### src/rtl/mux_select_sequencer_pkg.sv
// Shared constants and types for the MUX select sequencer.
package mux_seq_pkg;
    localparam int NUM_INPUTS = 8;
    localparam int SEL_W      = 3;
    localparam int GAP_W      = 4;

    typedef enum logic [1:0] {
        IDLE  = 2'd0,
        SHIFT = 2'd1,
        GAP   = 2'd2
    } seq_state_e;
endpackage

### src/rtl/mux_select_sequencer_if.sv
// Word handshake, MUX drive/return and serial stream signals of the sequencer.
interface mux_select_sequencer_if;
    import mux_seq_pkg::*;

    logic [NUM_INPUTS-1:0] Word_In;
    logic                  Word_Valid_In;
    logic                  Word_Ready_Out;
    logic [NUM_INPUTS-1:0] Mux_Data_Out;
    logic [SEL_W-1:0]      Mux_Select_Out;
    logic                  Mux_Enable_Out;
    logic                  Mux_Bit_In;
    logic                  Serial_Data_Out;
    logic                  Serial_Valid_Out;
    logic                  Frame_Start_Out;
    logic                  Frame_Done_Out;
    logic                  Check_Error_Out;

    // Sequencer side
    modport master (
        input  Word_In, Word_Valid_In, Mux_Bit_In,
        output Word_Ready_Out, Mux_Data_Out, Mux_Select_Out, Mux_Enable_Out,
        output Serial_Data_Out, Serial_Valid_Out, Frame_Start_Out,
        output Frame_Done_Out, Check_Error_Out
    );

    // Environment side (word source, MUX, serial sink)
    modport slave (
        output Word_In, Word_Valid_In, Mux_Bit_In,
        input  Word_Ready_Out, Mux_Data_Out, Mux_Select_Out, Mux_Enable_Out,
        input  Serial_Data_Out, Serial_Valid_Out, Frame_Start_Out,
        input  Frame_Done_Out, Check_Error_Out
    );
endinterface

### src/rtl/mux_select_sequencer.sv
// Drives an 8:1 MUX through all select indices for an accepted word, turns the
// returned bits into a framed serial stream and checks them against the word.
module mux_select_sequencer
    import mux_seq_pkg::*;
#(
    parameter bit MSB_FIRST  = 1'b0,
    parameter int GAP_CYCLES = 2
) (
    input  logic                   Clock_In,
    input  logic                   Reset_In,
    mux_select_sequencer_if.master bus
);

    localparam logic [SEL_W-1:0] FIRST_IDX = MSB_FIRST ? SEL_W'(NUM_INPUTS - 1) : '0;
    localparam logic [SEL_W-1:0] LAST_IDX  = MSB_FIRST ? '0 : SEL_W'(NUM_INPUTS - 1);
    localparam logic [GAP_W-1:0] GAP_LOAD  = GAP_W'(GAP_CYCLES - 1);

    seq_state_e            state_q, state_d;
    logic [NUM_INPUTS-1:0] word_q, word_d;
    logic [SEL_W-1:0]      sel_q, sel_d;
    logic [GAP_W-1:0]      gap_q, gap_d;
    logic                  ready_q, ready_d;
    logic                  enable_q, enable_d;
    logic                  ser_data_q, ser_data_d;
    logic                  ser_valid_q, ser_valid_d;
    logic                  start_q, start_d;
    logic                  done_q, done_d;
    logic                  error_q, error_d;
    logic                  in_shift;

    assign in_shift = (state_q == SHIFT);

    // Next-state, index/gap counting, serial capture and self-check.
    always_comb begin
        state_d     = state_q;
        word_d      = word_q;
        sel_d       = sel_q;
        gap_d       = gap_q;
        error_d     = error_q;
        // Returned bit is registered one cycle after its select cycle.
        ser_valid_d = in_shift;
        ser_data_d  = in_shift & bus.Mux_Bit_In;
        start_d     = in_shift && (sel_q == FIRST_IDX);
        done_d      = in_shift && (sel_q == LAST_IDX);

        case (state_q)
            IDLE: begin
                if (bus.Word_Valid_In && ready_q) begin
                    word_d  = bus.Word_In;
                    sel_d   = FIRST_IDX;
                    state_d = SHIFT;
                end
            end
            SHIFT: begin
                if (bus.Mux_Bit_In != word_q[sel_q]) begin
                    error_d = 1'b1;
                end
                if (sel_q == LAST_IDX) begin
                    sel_d   = '0;
                    gap_d   = GAP_LOAD;
                    state_d = (GAP_CYCLES > 0) ? GAP : IDLE;
                end else begin
                    sel_d = MSB_FIRST ? sel_q - 1'b1 : sel_q + 1'b1;
                end
            end
            GAP: begin
                if (gap_q == '0) begin
                    state_d = IDLE;
                end else begin
                    gap_d = gap_q - 1'b1;
                end
            end
            default: begin
                state_d = IDLE;
                sel_d   = '0;
            end
        endcase

        // Handshake/enable outputs are registered decodes of the next state.
        ready_d  = (state_d == IDLE);
        enable_d = (state_d == SHIFT);
    end

    // State and output registers; reset aborts any frame in flight.
    always_ff @(posedge Clock_In) begin
        if (Reset_In) begin
            state_q     <= IDLE;
            word_q      <= '0;
            sel_q       <= '0;
            gap_q       <= '0;
            ready_q     <= 1'b1;
            enable_q    <= 1'b0;
            ser_data_q  <= 1'b0;
            ser_valid_q <= 1'b0;
            start_q     <= 1'b0;
            done_q      <= 1'b0;
            error_q     <= 1'b0;
        end else begin
            state_q     <= state_d;
            word_q      <= word_d;
            sel_q       <= sel_d;
            gap_q       <= gap_d;
            ready_q     <= ready_d;
            enable_q    <= enable_d;
            ser_data_q  <= ser_data_d;
            ser_valid_q <= ser_valid_d;
            start_q     <= start_d;
            done_q      <= done_d;
            error_q     <= error_d;
        end
    end

    assign bus.Word_Ready_Out   = ready_q;
    assign bus.Mux_Data_Out     = word_q;
    assign bus.Mux_Select_Out   = sel_q;
    assign bus.Mux_Enable_Out   = enable_q;
    assign bus.Serial_Data_Out  = ser_data_q;
    assign bus.Serial_Valid_Out = ser_valid_q;
    assign bus.Frame_Start_Out  = start_q;
    assign bus.Frame_Done_Out   = done_q;
    assign bus.Check_Error_Out  = error_q;

endmodule

### src/flat_wrapper.sv
// flat-port wrapper written by rule: the top's interface ports become plain ports
module mux_select_sequencer_flat import mux_seq_pkg::*;
#(
    parameter bit MSB_FIRST  = 1'b0,
    parameter int GAP_CYCLES = 2
)
  (Clock_In, Reset_In, bus_Word_In, bus_Word_Valid_In, bus_Mux_Bit_In, bus_Word_Ready_Out, bus_Mux_Data_Out, bus_Mux_Select_Out, bus_Mux_Enable_Out, bus_Serial_Data_Out, bus_Serial_Valid_Out, bus_Frame_Start_Out, bus_Frame_Done_Out, bus_Check_Error_Out);
  mux_select_sequencer_if bus_i ();
  input  logic Clock_In;
  input  logic Reset_In;
  input wire logic [$bits(bus_i.Word_In)-1:0] bus_Word_In;
  input wire logic [$bits(bus_i.Word_Valid_In)-1:0] bus_Word_Valid_In;
  input wire logic [$bits(bus_i.Mux_Bit_In)-1:0] bus_Mux_Bit_In;
  output wire logic [$bits(bus_i.Word_Ready_Out)-1:0] bus_Word_Ready_Out;
  output wire logic [$bits(bus_i.Mux_Data_Out)-1:0] bus_Mux_Data_Out;
  output wire logic [$bits(bus_i.Mux_Select_Out)-1:0] bus_Mux_Select_Out;
  output wire logic [$bits(bus_i.Mux_Enable_Out)-1:0] bus_Mux_Enable_Out;
  output wire logic [$bits(bus_i.Serial_Data_Out)-1:0] bus_Serial_Data_Out;
  output wire logic [$bits(bus_i.Serial_Valid_Out)-1:0] bus_Serial_Valid_Out;
  output wire logic [$bits(bus_i.Frame_Start_Out)-1:0] bus_Frame_Start_Out;
  output wire logic [$bits(bus_i.Frame_Done_Out)-1:0] bus_Frame_Done_Out;
  output wire logic [$bits(bus_i.Check_Error_Out)-1:0] bus_Check_Error_Out;
  assign bus_i.Word_In = bus_Word_In;
  assign bus_i.Word_Valid_In = bus_Word_Valid_In;
  assign bus_i.Mux_Bit_In = bus_Mux_Bit_In;
  assign bus_Word_Ready_Out = bus_i.Word_Ready_Out;
  assign bus_Mux_Data_Out = bus_i.Mux_Data_Out;
  assign bus_Mux_Select_Out = bus_i.Mux_Select_Out;
  assign bus_Mux_Enable_Out = bus_i.Mux_Enable_Out;
  assign bus_Serial_Data_Out = bus_i.Serial_Data_Out;
  assign bus_Serial_Valid_Out = bus_i.Serial_Valid_Out;
  assign bus_Frame_Start_Out = bus_i.Frame_Start_Out;
  assign bus_Frame_Done_Out = bus_i.Frame_Done_Out;
  assign bus_Check_Error_Out = bus_i.Check_Error_Out;
  mux_select_sequencer #(.MSB_FIRST(MSB_FIRST), .GAP_CYCLES(GAP_CYCLES)) u_core (.Clock_In(Clock_In), .Reset_In(Reset_In), .bus(bus_i));
endmodule
### config.mk
export PLATFORM = sky130hd
export DESIGN_NAME = mux_select_sequencer_flat
export DESIGN_NICKNAME = d
export VERILOG_FILES = /design/src/rtl/mux_select_sequencer_pkg.sv /design/src/rtl/mux_select_sequencer_if.sv /design/src/rtl/mux_select_sequencer.sv /design/src/flat_wrapper.sv
export SDC_FILE = /design/constraint.sdc
export NUM_CORES = 1
export LEC_CHECK = 0
export BUFFER_PORTS_ARGS = -buffer_cell sky130_fd_sc_hd__buf_2
export CORE_MARGIN = 10
export CORE_UTILIZATION = 50
export CTS_CLUSTER_DIAMETER = 40
export DETAILED_ROUTE_END_ITERATION = 8
export PLACE_DENSITY = 0.77
export SETUP_SLACK_MARGIN = 0.15
export SLEW_MARGIN = 20
export SYNTH_ARGS = -nofsm -noshare
export SYNTH_HDL_FRONTEND = slang
export SYNTH_SLANG_ARGS = --single-unit
export TNS_END_PERCENT = 20
### constraint.sdc
create_clock -name Clock_In -period 1.8 [get_ports Clock_In]
set_input_delay 0.36 -clock Clock_In [delete_from_list [all_inputs] [get_ports Clock_In]]
set_output_delay 0.36 -clock Clock_In [all_outputs]
set_load 0.01 [all_outputs]
==> flow_results.xml, run 1 <==
<?xml version="1.0" encoding="UTF-8"?>
<metrics>
  <group name="synthesis">
    <metric name="avgSynthCellArea" unit="µm²">9.14</metric>
    <metric name="synth_largest_type_area_fraction" unit="%">44.9</metric>
    <metric name="synthCells" unit="">117</metric>
    <metric name="syn-cell-area" unit="mm²">0.00107</metric>
    <metric name="netlist_top_cells_area" unit="">dfxtp_1 45%, ha_1 11%, nand2_1 7.7%, a21oi_1 6.1%, mux4_2 4.2%</metric>
    <metric name="yosys.cell_count.top_type" unit="">dfxtp_1</metric>
    <metric name="most_used_standard_cells_in_the_synthesized_netlist" unit="">24 x dfxtp_1, 22 x nand2_1, 13 x a21oi_1</metric>
    <metric name="yosysWarnings" unit="">0</metric>
    <metric name="synth.ff_latch_count" unit="">24</metric>
    <metric name="yosys.cell_types.count" unit="">32</metric>
    <metric name="ys_dominant_reg_cell" unit="">dfxtp_1</metric>
    <metric name="synth-seq-area-share" unit="%">44.9</metric>
    <metric name="async_sr_flop_fraction" unit="%">0</metric>
    <metric name="synth_enable_flop_cells" unit="">0</metric>
    <metric name="synth_largest_area_cell" unit="">dfxtp_1</metric>
    <metric name="synth_fp_nets" unit="">138</metric>
  </group>
  <group name="route">
    <metric name="route.detailed.wl_per_inst" unit="µm">13.5</metric>
    <metric name="drc_violation_count_after_routing" unit="">0</metric>
    <metric name="number_of_nets_with_antenna_violations_after_routing" unit="">0</metric>
    <metric name="drtIter0Drc" unit="">25</metric>
    <metric name="firstDrtPassIters" unit="">4</metric>
    <metric name="drt_total_wl" unit="mm">2.37</metric>
    <metric name="routed-via-count" unit="">905</metric>
    <metric name="vias_per_inst" unit="">5.17</metric>
  </group>
  <group name="clocking">
    <metric name="cts_made_buffers" unit="">3</metric>
    <metric name="clkTransAtPathRegs" unit="ns">0.13</metric>
    <metric name="cts_max_path_buffers" unit="">2</metric>
    <metric name="postCtsSetupRepairBufs" unit="">0</metric>
    <metric name="h-tree-depth" unit="">1</metric>
    <metric name="cts.sink_count" unit="">24</metric>
    <metric name="clk-insertion-delay-late" unit="ns">0.32</metric>
    <metric name="clock-root-buffer" unit="">clkbuf_4</metric>
    <metric name="tritoncts" unit="">built</metric>
  </group>
  <group name="cells_and_area">
    <metric name="multiInputGateArea" unit="µm²">553</metric>
    <metric name="layout-drive-gt1-share" unit="%">27.7</metric>
    <metric name="finish.instance_area" unit="mm²">0.00129</metric>
    <metric name="fill_cells" unit="">198</metric>
    <metric name="area_delta_synth_final" unit="%">20.5</metric>
    <metric name="antenna-diode-count" unit="">0</metric>
    <metric name="final_core_util" unit="%">64.4</metric>
    <metric name="ff_latch_area" unit="µm²">483</metric>
    <metric name="final_net_count" unit="">170</metric>
  </group>
  <group name="power">
    <metric name="combPwrFrac" unit="%">22.7</metric>
    <metric name="power.clock.fraction" unit="%">24.6</metric>
    <metric name="switching_power" unit="W">0.000342</metric>
    <metric name="p_leak" unit="nW">0.597</metric>
    <metric name="cell_internal_pwr" unit="W">0.000821</metric>
    <metric name="power_density" unit="mW/mm²">902</metric>
    <metric name="power_switching_share" unit="%">29.4</metric>
    <metric name="vdd_ir_drop_max" unit="mV">0.498</metric>
    <metric name="power.share.sequential" unit="%">52.7</metric>
  </group>
  <group name="floorplanning">
    <metric name="die_x" unit="µm">66.3</metric>
    <metric name="initial_utilization" unit="%">53.4</metric>
    <metric name="die_height" unit="µm">66.3</metric>
    <metric name="io-pin-count" unit="">30</metric>
    <metric name="full_die_area" unit="mm²">0.00439</metric>
    <metric name="rows" unit="">16</metric>
    <metric name="core_region_area" unit="mm²">0.00200</metric>
  </group>
  <group name="grt">
    <metric name="overflow_after_grt" unit="">0</metric>
    <metric name="grt.total_usage" unit="%">10.9</metric>
    <metric name="first_global_vias" unit="">884</metric>
    <metric name="antenna_found_initial" unit="">0</metric>
    <metric name="grt_max_degree" unit="">18</metric>
    <metric name="grt_pass1_wl" unit="mm">3.86</metric>
  </group>
  <group name="timing">
    <metric name="finalCriticalPeriod" unit="ns">1.63</metric>
    <metric name="grt_setup_unrepaired" unit="">yes</metric>
    <metric name="relSlewSlack" unit="%">78.3</metric>
    <metric name="final-hold-violation-count" unit="">0</metric>
    <metric name="final_worst_path_cycle_share" unit="%">90.3</metric>
    <metric name="timing.fmax" unit="MHz">615</metric>
    <metric name="worst-slew-pin-transition" unit="ns">0.323</metric>
    <metric name="finalClockSkew" unit="ns">0.00691</metric>
    <metric name="final-setup-viol-count" unit="">0</metric>
    <metric name="timing_max_transition_violations_final" unit="">0</metric>
    <metric name="post-route-worst-setup-slack" unit="ns">0.175</metric>
    <metric name="finalSetupTns" unit="ns">0</metric>
  </group>
  <group name="worst_setup_path">
    <metric name="timing.critical_path.to_type" unit="">flop</metric>
    <metric name="critical_path.cell_chain" unit="">ha_1 &gt; ha_1 &gt; nand2b_4 &gt; or3_2 &gt; a21oi_1</metric>
    <metric name="worst-endpoint-required" unit="ns">2.05</metric>
    <metric name="timing.critical_path.mode_cell" unit="">ha_1</metric>
    <metric name="crit_slowest_cell" unit="">or3_2</metric>
    <metric name="worstSetupPathType" unit="">reg -&gt; reg</metric>
    <metric name="critPathArrivalTime" unit="ns">1.87</metric>
    <metric name="worst_path_largest_cell_delay" unit="ns">0.45</metric>
    <metric name="crit_path_max_fanout" unit="">7</metric>
    <metric name="cp-start-kind" unit="">flop</metric>
  </group>
  <group name="place">
    <metric name="place_hpwl" unit="mm">1.90</metric>
    <metric name="placedInstanceArea" unit="mm²">0.00124</metric>
    <metric name="post-place-ws" unit="ns">0.0930</metric>
    <metric name="place.port_buffers" unit="">29</metric>
    <metric name="gp_congestion" unit="">0.816</metric>
  </group>
  <group name="outcome">
    <metric name="outcome" unit="">finished, final reports clean</metric>
  </group>
  <group name="run">
    <metric name="cap_viol_max_count" unit="">0</metric>
  </group>
  <group name="min_path">
    <metric name="hold_class" unit="">in -&gt; reg</metric>
  </group>
</metrics>
-- kinds of logic after synthesis --
group	synth area share, %
AND/OR/NAND/NOR	21.2
buffers and inverters	4.09
XOR/XNOR	1.64
AO/OA/AOI/OAI	11.5
adder cells (fa/ha/maj)	10.5
multiplexers	6.20
flip-flops	44.9
-- path summary, 6_finish.rpt --
kind,startpoint,end,slack [ns],cells after the start
hold / removal,bus_Word_In[1],u_core.bus.Mux_Data_Out[1],0.26,3
setup reg to reg,u_core.bus.Mux_Select_Out[0],u_core.bus.Mux_Select_Out[0],0.17,5
setup / recovery,u_core.bus.Mux_Select_Out[0],u_core.bus.Mux_Select_Out[0],0.17,5
hold reg to reg,u_core.bus.Mux_Data_Out[6],u_core.bus.Mux_Data_Out[6],0.48,2
-- stage by stage --
| step | total power, W | std cells | hold WS (ns) |
|---|---|---|---|
| 2_1_floorplan | 0.000796 | 117 | 0.488 |
| 3_3_place_gp | 0.000875 | 171 | 0.456 |
| 3_5_place_dp | 0.000884 | 171 | 0.464 |
| 4_1_cts | 0.00117 | 175 | 0.254 |
| 5_1_grt | 0.00123 | 175 | 0.259 |
| 6_report | 0.00116 | 175 | 0.259 |
-- per-layer routing --
metal | part of all wire [%] | track usage [%] | vias to the layer above
li1 | - | - | 465
met1 | 44 | 12.8 | 415
met2 | 47 | 17.0 | 20
met3 | 7.0 | 4.24 | 5
met4 | 1.4 | 4.71 | 0
met5 | 0 | 0 | -
-- power groups by stage --
stage / registers [W] / clock network (W) / logic, W
final: 0.000612 / 0.000286 / 0.000264
after global routing: 0.000619 / 0.000314 / 0.000295
after CTS: 0.000612 / 0.000294 / 0.000266
after detailed placement: 0.000623 / 0 / 0.000261
after global placement: 0.000621 / 0 / 0.000254
after floorplan: 0.000634 / 0 / 0.000162
-- sequential cells by signal, indices dropped and copies added (netlist names) --
name,count
u_core.bus.Check_Error_Out,1
u_core.bus.Frame_Done_Out,1
u_core.bus.Frame_Start_Out,1
u_core.bus.Mux_Data_Out,8
u_core.bus.Mux_Enable_Out,1
u_core.bus.Mux_Select_Out,3
u_core.bus.Serial_Data_Out,1
u_core.bus.Serial_Valid_Out,1
u_core.bus.Word_Ready_Out,1
u_core.gap_q,4
u_core.state_q,2
-- layout by cell type, fill, tap and decap left out, types with 3 or more instances in the layout --
cell type	n
buf_2	29
nand2_1	22
dfxtp_1	22
a21oi_1	13
ha_1	9
inv_1	8
nor2_1	5
nand3_1	4
clkbuf_4	3
-- cell type report --
class	instances	area share, %
tap	27	2.62
sequential	24	37.5
timing repair buffer	30	11.8
multi-input combinational	82	42.9
clock buffer	4	2.82
inverter	8	2.33
-- repair_timing --
action	CTS	global route
cloned	0	0
setup endpoints to repair	5	4
gates resized for setup	2	1
hold buffers	0	0
-- critical path, delay by kind of cell, from the launching register on --
| family | cells | cell delay [ns] |
|---|---|---|
| flip-flops | 1 | 0.38 |
| adder cells (fa/ha/maj) | 2 | 0.43 |
| AO/OA/AOI/OAI | 1 | 0.14 |
| AND/OR/NAND/NOR | 2 | 0.62 |
(Power assumes the default switching activity.)
==> run 2: changes to the inputs <==
--- a/config.mk
+++ b/config.mk
@@ -10,6 +10,7 @@
 export CORE_UTILIZATION = 50
 export CTS_CLUSTER_DIAMETER = 40
 export DETAILED_ROUTE_END_ITERATION = 8
+export GPL_TIMING_DRIVEN = 0
 export PLACE_DENSITY = 0.77
 export SETUP_SLACK_MARGIN = 0.15
 export SLEW_MARGIN = 20
==> flow_results.xml, run 2 (synthesized netlist as in run 1, its figures left out) <==
<?xml version="1.0" encoding="UTF-8"?>
<metrics>
  <group name="floorplanning">
    <metric name="io-pin-count" unit="">30</metric>
    <metric name="die_height" unit="µm">66.3</metric>
    <metric name="initial_utilization" unit="%">53.4</metric>
    <metric name="die_x" unit="µm">66.3</metric>
    <metric name="full_die_area" unit="mm²">0.00439</metric>
    <metric name="rows" unit="">16</metric>
    <metric name="core_region_area" unit="mm²">0.00200</metric>
  </group>
  <group name="outcome">
    <metric name="outcome" unit="">finished, final reports clean</metric>
  </group>
  <group name="clocking">
    <metric name="postCtsResizedCells" unit="">1</metric>
    <metric name="clk-insertion-delay-late" unit="ns">0.30</metric>
    <metric name="clkTransAtPathRegs" unit="ns">0.12</metric>
    <metric name="cts.sink_count" unit="">24</metric>
    <metric name="cts_made_buffers" unit="">3</metric>
    <metric name="cts-hold-fix-buffers" unit="">0</metric>
    <metric name="clock-root-buffer" unit="">clkbuf_4</metric>
    <metric name="tritoncts" unit="">built</metric>
    <metric name="h-tree-depth" unit="">1</metric>
    <metric name="cts_max_path_buffers" unit="">2</metric>
    <metric name="postCtsSetupRepairBufs" unit="">0</metric>
  </group>
  <group name="worst_setup_path">
    <metric name="worstSetupPathType" unit="">reg -&gt; reg</metric>
    <metric name="critPathArrivalTime" unit="ns">1.90</metric>
    <metric name="setup_slack_of_the_worst_register_to_register_path" unit="ns">0.15</metric>
    <metric name="crit-reg2reg-launch" unit="">u_core.state_q[1]</metric>
    <metric name="timing.reg2reg.worst_path_depth" unit="">7</metric>
    <metric name="crit-reg2reg-capture" unit="">u_core.bus.Mux_Enable_Out</metric>
    <metric name="worst-endpoint-required" unit="ns">2.06</metric>
    <metric name="timing.critical_path.to_type" unit="">flop</metric>
    <metric name="cp-start-kind" unit="">flop</metric>
    <metric name="crit_path_max_fanout" unit="">9</metric>
  </group>
  <group name="timing">
    <metric name="timing_max_transition_violations_final" unit="">0</metric>
    <metric name="grt_setup_unrepaired" unit="">yes</metric>
    <metric name="final-setup-viol-count" unit="">0</metric>
    <metric name="worst-slew-pin-transition" unit="ns">0.407</metric>
    <metric name="timing.fmax" unit="MHz">607</metric>
    <metric name="finalClockSkew" unit="ns">0.00147</metric>
    <metric name="finalCriticalPeriod" unit="ns">1.65</metric>
    <metric name="final-hold-violation-count" unit="">0</metric>
    <metric name="finalSetupTns" unit="ns">0</metric>
    <metric name="relSlewSlack" unit="%">72.9</metric>
    <metric name="final_worst_path_cycle_share" unit="%">91.6</metric>
  </group>
  <group name="power">
    <metric name="p_leak" unit="nW">0.590</metric>
    <metric name="post-layout-total-power" unit="W">0.00110</metric>
    <metric name="power_density" unit="mW/mm²">856</metric>
    <metric name="vdd_ir_drop_max" unit="mV">0.567</metric>
  </group>
  <group name="route">
    <metric name="vias_per_inst" unit="">5.19</metric>
    <metric name="routed-via-count" unit="">908</metric>
    <metric name="drt_total_wl" unit="mm">2.30</metric>
    <metric name="firstDrtPassIters" unit="">4</metric>
    <metric name="drtIter0Drc" unit="">49</metric>
    <metric name="drc_violation_count_after_routing" unit="">0</metric>
    <metric name="route.detailed.wl_per_inst" unit="µm">13.2</metric>
    <metric name="number_of_nets_with_antenna_violations_after_routing" unit="">0</metric>
  </group>
  <group name="grt">
    <metric name="grt.total_usage" unit="%">10.9</metric>
    <metric name="first_global_vias" unit="">888</metric>
    <metric name="global_route_met1_usage" unit="%">12.4</metric>
    <metric name="antenna_found_initial" unit="">0</metric>
    <metric name="grt_pass1_wl" unit="mm">3.88</metric>
    <metric name="grt_max_degree" unit="">13</metric>
    <metric name="overflow_after_grt" unit="">0</metric>
    <metric name="met3_usage" unit="%">4.75</metric>
    <metric name="gr-max-usage-layer" unit="">met2</metric>
    <metric name="grt.met2_usage" unit="%">17.2</metric>
  </group>
  <group name="cells_and_area">
    <metric name="fill_cells" unit="">177</metric>
    <metric name="antenna-diode-count" unit="">0</metric>
    <metric name="final_common_cell" unit="">buf_2</metric>
    <metric name="area_delta_synth_final" unit="%">20.6</metric>
    <metric name="layout-drive-gt1-share" unit="%">28.4</metric>
    <metric name="final_net_count" unit="">171</metric>
    <metric name="largest_register_ffs" unit="">8</metric>
    <metric name="final_cell_mix" unit="">29 x buf_2, 22 x nand2_1, 22 x dfxtp_1, 13 x a21oi_1</metric>
  </group>
  <group name="run">
    <metric name="cap_viol_max_count" unit="">0</metric>
  </group>
  <group name="min_path">
    <metric name="holdPathStages" unit="">3</metric>
    <metric name="end_point_of_the_worst_hold_path" unit="">u_core.bus.Mux_Data_Out[4]</metric>
    <metric name="min-delay-start" unit="">bus_Word_In[4]</metric>
    <metric name="hold_class" unit="">in -&gt; reg</metric>
  </group>
  <group name="place">
    <metric name="place.port_buffers" unit="">28</metric>
    <metric name="place_hpwl" unit="mm">1.83</metric>
    <metric name="gp_congestion" unit="">0.825</metric>
  </group>
</metrics>
run 2: changes by cell type in the layout (fill, tap and decap cells not counted), sizes merged:
cell | previous run | this run
buf | 30 | 29
clkbuf | 4 | 5
run 2: worst max-delay path, cell delays in order (launching register included):
cell      delay [ns]
dfxtp_1         0.36
inv_1           0.11
ha_2            0.25
and3_1          0.16
clkbuf_4        0.19
o21ai_0         0.09
a31oi_1         0.25
o21a_1          0.18
run 2: layout make-up:
cell class              count  area [µm²]  share of cell area [%]
clock buffers               3        22.5                    1.75
plain buffers               3        16.3                    1.26
multi-input cells          82         562                    43.5
inverters                   8        30.0                    2.33
well taps                  27        33.8                    2.62
repair buffers             28         140                    10.9
flip-flops and latches     24         485                    37.6
run 2: per-layer routing:
metal	part of all wire, %	wire (µm)	up-vias
met4	1.3	29	0
met1	42	968	396
met3	11	248	5
met2	46	1060	34
li1	-	-	473
met5	0	0	-
run 2: worst max path at each step:
stage	start	endpoint	slack (ns)	depth (start not counted)
2_1_floorplan	u_core.bus.Mux_Select_Out[0]	u_core.bus.Mux_Select_Out[0]	0.19	5
3_3_place_gp	u_core.bus.Mux_Select_Out[0]	u_core.bus.Mux_Select_Out[0]	0.10	5
3_5_place_dp	u_core.bus.Mux_Select_Out[0]	u_core.bus.Check_Error_Out	0.09	4
4_1_cts	u_core.gap_q[0]	u_core.bus.Word_Ready_Out	0.12	6
5_1_grt	u_core.state_q[1]	u_core.bus.Mux_Enable_Out	0.07	7
6_report	u_core.state_q[1]	u_core.bus.Mux_Enable_Out	0.15	7
run 2: report_power, final:
group	internal [W]	switching, W	total (W)
combinational	0.000121	0.000148	0.000269
clock	0.0000781	0.000144	0.000222
sequential	0.000579	0.0000339	0.000613
run 2: per-stage QoR:
stage	worst slack (ns)	util [%]	instances	area, µm²	hold slack (ns)
global route	0.0746	64.4	175	1290	0.261
CTS	0.120	63.3	175	1270	0.271
finish	0.152	64.4	175	1290	0.277
global placement	0.102	62.1	172	1240	0.450
detailed placement	0.0901	62.1	172	1240	0.457
floorplan	0.190	-	117	1070	0.488
==> run 3: changes to the inputs <==
--- a/config.mk
+++ b/config.mk
@@ -7,11 +7,10 @@
 export LEC_CHECK = 0
 export BUFFER_PORTS_ARGS = -buffer_cell sky130_fd_sc_hd__buf_2
 export CORE_MARGIN = 10
-export CORE_UTILIZATION = 50
+export CORE_UTILIZATION = 35
 export CTS_CLUSTER_DIAMETER = 40
 export DETAILED_ROUTE_END_ITERATION = 8
 export GPL_TIMING_DRIVEN = 0
-export PLACE_DENSITY = 0.77
 export SETUP_SLACK_MARGIN = 0.15
 export SLEW_MARGIN = 20
 export SYNTH_ARGS = -nofsm -noshare
==> flow_results.xml, run 3 (synthesized netlist as in run 1, its figures left out) <==
<?xml version="1.0" encoding="UTF-8"?>
<metrics>
  <group name="cells_and_area">
    <metric name="final_common_cell" unit="">buf_2</metric>
    <metric name="final_core_util" unit="%">45.8</metric>
    <metric name="fill_cells" unit="">317</metric>
    <metric name="finish.instance_area" unit="mm²">0.00136</metric>
    <metric name="area_delta_synth_final" unit="%">27.4</metric>
    <metric name="final_cell_mix" unit="">29 x buf_2, 22 x nand2_1, 22 x dfxtp_1, 13 x a21oi_1, 8 x inv_1</metric>
    <metric name="layout-drive-gt1-share" unit="%">32.5</metric>
    <metric name="largest_register_ffs" unit="">8</metric>
    <metric name="antenna-diode-count" unit="">0</metric>
    <metric name="final_net_count" unit="">173</metric>
  </group>
  <group name="power">
    <metric name="power_switching_share" unit="%">27.1</metric>
    <metric name="combPwrFrac" unit="%">22.4</metric>
    <metric name="power.share.sequential" unit="%">47.3</metric>
    <metric name="cell_internal_pwr" unit="W">0.000943</metric>
    <metric name="p_leak" unit="nW">0.610</metric>
    <metric name="power.clock.fraction" unit="%">30.3</metric>
    <metric name="vdd_ir_drop_max" unit="mV">0.667</metric>
    <metric name="switching_power" unit="W">0.000350</metric>
    <metric name="power_density" unit="mW/mm²">949</metric>
  </group>
  <group name="timing">
    <metric name="finalSetupTns" unit="ns">0</metric>
    <metric name="timing_max_transition_violations_final" unit="">0</metric>
    <metric name="final_worst_path_cycle_share" unit="%">87.6</metric>
    <metric name="finalClockSkew" unit="ns">0.0182</metric>
    <metric name="final-setup-viol-count" unit="">0</metric>
    <metric name="post-route-worst-setup-slack" unit="ns">0.224</metric>
    <metric name="timing.fmax" unit="MHz">635</metric>
    <metric name="final-hold-violation-count" unit="">0</metric>
    <metric name="worst-slew-pin-transition" unit="ns">0.452</metric>
    <metric name="relSlewSlack" unit="%">69.9</metric>
    <metric name="finalCriticalPeriod" unit="ns">1.58</metric>
    <metric name="grt_setup_unrepaired" unit="">yes</metric>
  </group>
  <group name="place">
    <metric name="gp_congestion" unit="">0.804</metric>
    <metric name="place_hpwl" unit="mm">1.90</metric>
    <metric name="placedInstanceArea" unit="mm²">0.00125</metric>
    <metric name="place.port_buffers" unit="">28</metric>
    <metric name="post-place-ws" unit="ns">0.0559</metric>
  </group>
  <group name="route">
    <metric name="drt_total_wl" unit="mm">2.41</metric>
    <metric name="drc_violation_count_after_routing" unit="">0</metric>
    <metric name="vias_per_inst" unit="">5.01</metric>
    <metric name="routed-via-count" unit="">922</metric>
    <metric name="drtIter0Drc" unit="">46</metric>
    <metric name="firstDrtPassIters" unit="">4</metric>
    <metric name="number_of_nets_with_antenna_violations_after_routing" unit="">0</metric>
    <metric name="route.detailed.wl_per_inst" unit="µm">13.1</metric>
  </group>
  <group name="grt">
    <metric name="first_global_vias" unit="">927</metric>
    <metric name="grt_pass1_wl" unit="mm">4.08</metric>
    <metric name="antenna_found_initial" unit="">0</metric>
    <metric name="grt_max_degree" unit="">15</metric>
    <metric name="grt.total_usage" unit="%">8.99</metric>
    <metric name="overflow_after_grt" unit="">0</metric>
  </group>
  <group name="clocking">
    <metric name="h-tree-depth" unit="">1</metric>
    <metric name="cts_max_path_buffers" unit="">2</metric>
    <metric name="cts-hold-fix-buffers" unit="">0</metric>
    <metric name="cts.sink_count" unit="">24</metric>
    <metric name="clk-insertion-delay-late" unit="ns">0.33</metric>
    <metric name="cts_made_buffers" unit="">3</metric>
    <metric name="clkTransAtPathRegs" unit="ns">0.14</metric>
    <metric name="clock-root-buffer" unit="">clkbuf_4</metric>
    <metric name="tritoncts" unit="">built</metric>
  </group>
  <group name="worst_setup_path">
    <metric name="cp-start-kind" unit="">flop</metric>
    <metric name="crit_path_max_fanout" unit="">6</metric>
    <metric name="worst-endpoint-required" unit="ns">2.04</metric>
    <metric name="worstSetupPathType" unit="">reg -&gt; reg</metric>
    <metric name="critical_path.cell_chain" unit="">mux4_2 &gt; mux2i_1 &gt; nor4b_1 &gt; a221o_1</metric>
    <metric name="critPathArrivalTime" unit="ns">1.81</metric>
    <metric name="worst_path_largest_cell_delay" unit="ns">0.51</metric>
    <metric name="timing.critical_path.to_type" unit="">flop</metric>
    <metric name="crit_slowest_cell" unit="">mux4_2</metric>
    <metric name="cp.buffers_inverters" unit="">0</metric>
    <metric name="path_delay_family" unit="">multiplexers</metric>
  </group>
  <group name="floorplanning">
    <metric name="full_die_area" unit="mm²">0.00567</metric>
    <metric name="core_region_area" unit="mm²">0.00298</metric>
    <metric name="io-pin-count" unit="">30</metric>
    <metric name="rows" unit="">20</metric>
    <metric name="die_height" unit="µm">75.3</metric>
    <metric name="initial_utilization" unit="%">35.9</metric>
    <metric name="die_x" unit="µm">75.3</metric>
  </group>
  <group name="min_path">
    <metric name="hold_class" unit="">in -&gt; reg</metric>
  </group>
  <group name="run">
    <metric name="cap_viol_max_count" unit="">0</metric>
  </group>
  <group name="outcome">
    <metric name="outcome" unit="">finished, final reports clean</metric>
  </group>
</metrics>
## run 3: cell count changes in the layout (fill, tap and decap cells not counted)
cell       delta
or3b_1        -1
buf_4         +2
o21ai_0       -1
bufinv_16     +1
ha_1          -3
ha_4          +1
or3b_4        +1
ha_2          +2
o21ai_1       +1
## run 3: metal layers
| metal | GRT usage [%] | up-vias | share of wire, % |
|---|---|---|---|
| li1 | - | 476 | - |
| met1 | 10.4 | 425 | 45 |
| met2 | 15.3 | 19 | 47 |
| met3 | 3.43 | 2 | 8.0 |
| met4 | 1.86 | 0 | 0.50 |
| met5 | 0 | - | 0 |
## run 3: worst register-to-register path: cells and delay by family (launching register included)
family | cells | cell delay (ns)
AND/OR/NAND/NOR | 1 | 0.08
multiplexers | 2 | 0.73
AO/OA/AOI/OAI | 1 | 0.25
flip-flops | 1 | 0.42
## run 3: power groups by stage
stage	Combinational [W]	Sequential [W]	Clock [W]
2_1_floorplan	0.000162	0.000634	0
3_3_place_gp	0.000253	0.000622	0
3_5_place_dp	0.000259	0.000624	0
4_1_cts	0.000269	0.000611	0.000409
5_1_grt	0.000328	0.000621	0.000431
6_report	0.000290	0.000611	0.000392
## run 3: area by class of cell
| cell class | instances | area [µm²] | share of cell area, % |
|---|---|---|---|
| clock inverter | 1 | 30.0 | 2.20 |
| sequential | 24 | 485 | 35.6 |
| inverter | 8 | 30.0 | 2.20 |
| clock buffer | 3 | 22.5 | 1.65 |
| buffer | 3 | 16.3 | 1.19 |
| tap | 33 | 41.3 | 3.03 |
| timing repair buffer | 30 | 155 | 11.4 |
| multi-input combinational | 82 | 582 | 42.7 |
## run 3: worst paths after layout
kind / start / endpoint / slack [ns] / depth (start not counted)
max: u_core.bus.Mux_Select_Out[2] / u_core.bus.Check_Error_Out / 0.22 / 4
min: bus_Word_In[0] / u_core.bus.Mux_Data_Out[0] / 0.25 / 3
max reg2reg: u_core.bus.Mux_Select_Out[2] / u_core.bus.Check_Error_Out / 0.22 / 4
min reg2reg: u_core.bus.Mux_Data_Out[4] / u_core.bus.Mux_Data_Out[4] / 0.48 / 2
## run 3: timing repair
item                                    CTS  global route
endpoints found under the setup margin    5             6
pin swaps                                 0             1
buffers inserted                          2             0
gates resized for setup                   5             9
## run 3: per-stage QoR
step / instances / hold slack, ns / total power [W]
final: 184 / 0.249 / 0.00129
after global routing: 184 / 0.235 / 0.00138
after CTS: 184 / 0.237 / 0.00129
after detailed placement: 178 / 0.461 / 0.000883
after global placement: 178 / 0.453 / 0.000875
after floorplan: 117 / 0.488 / 0.000796
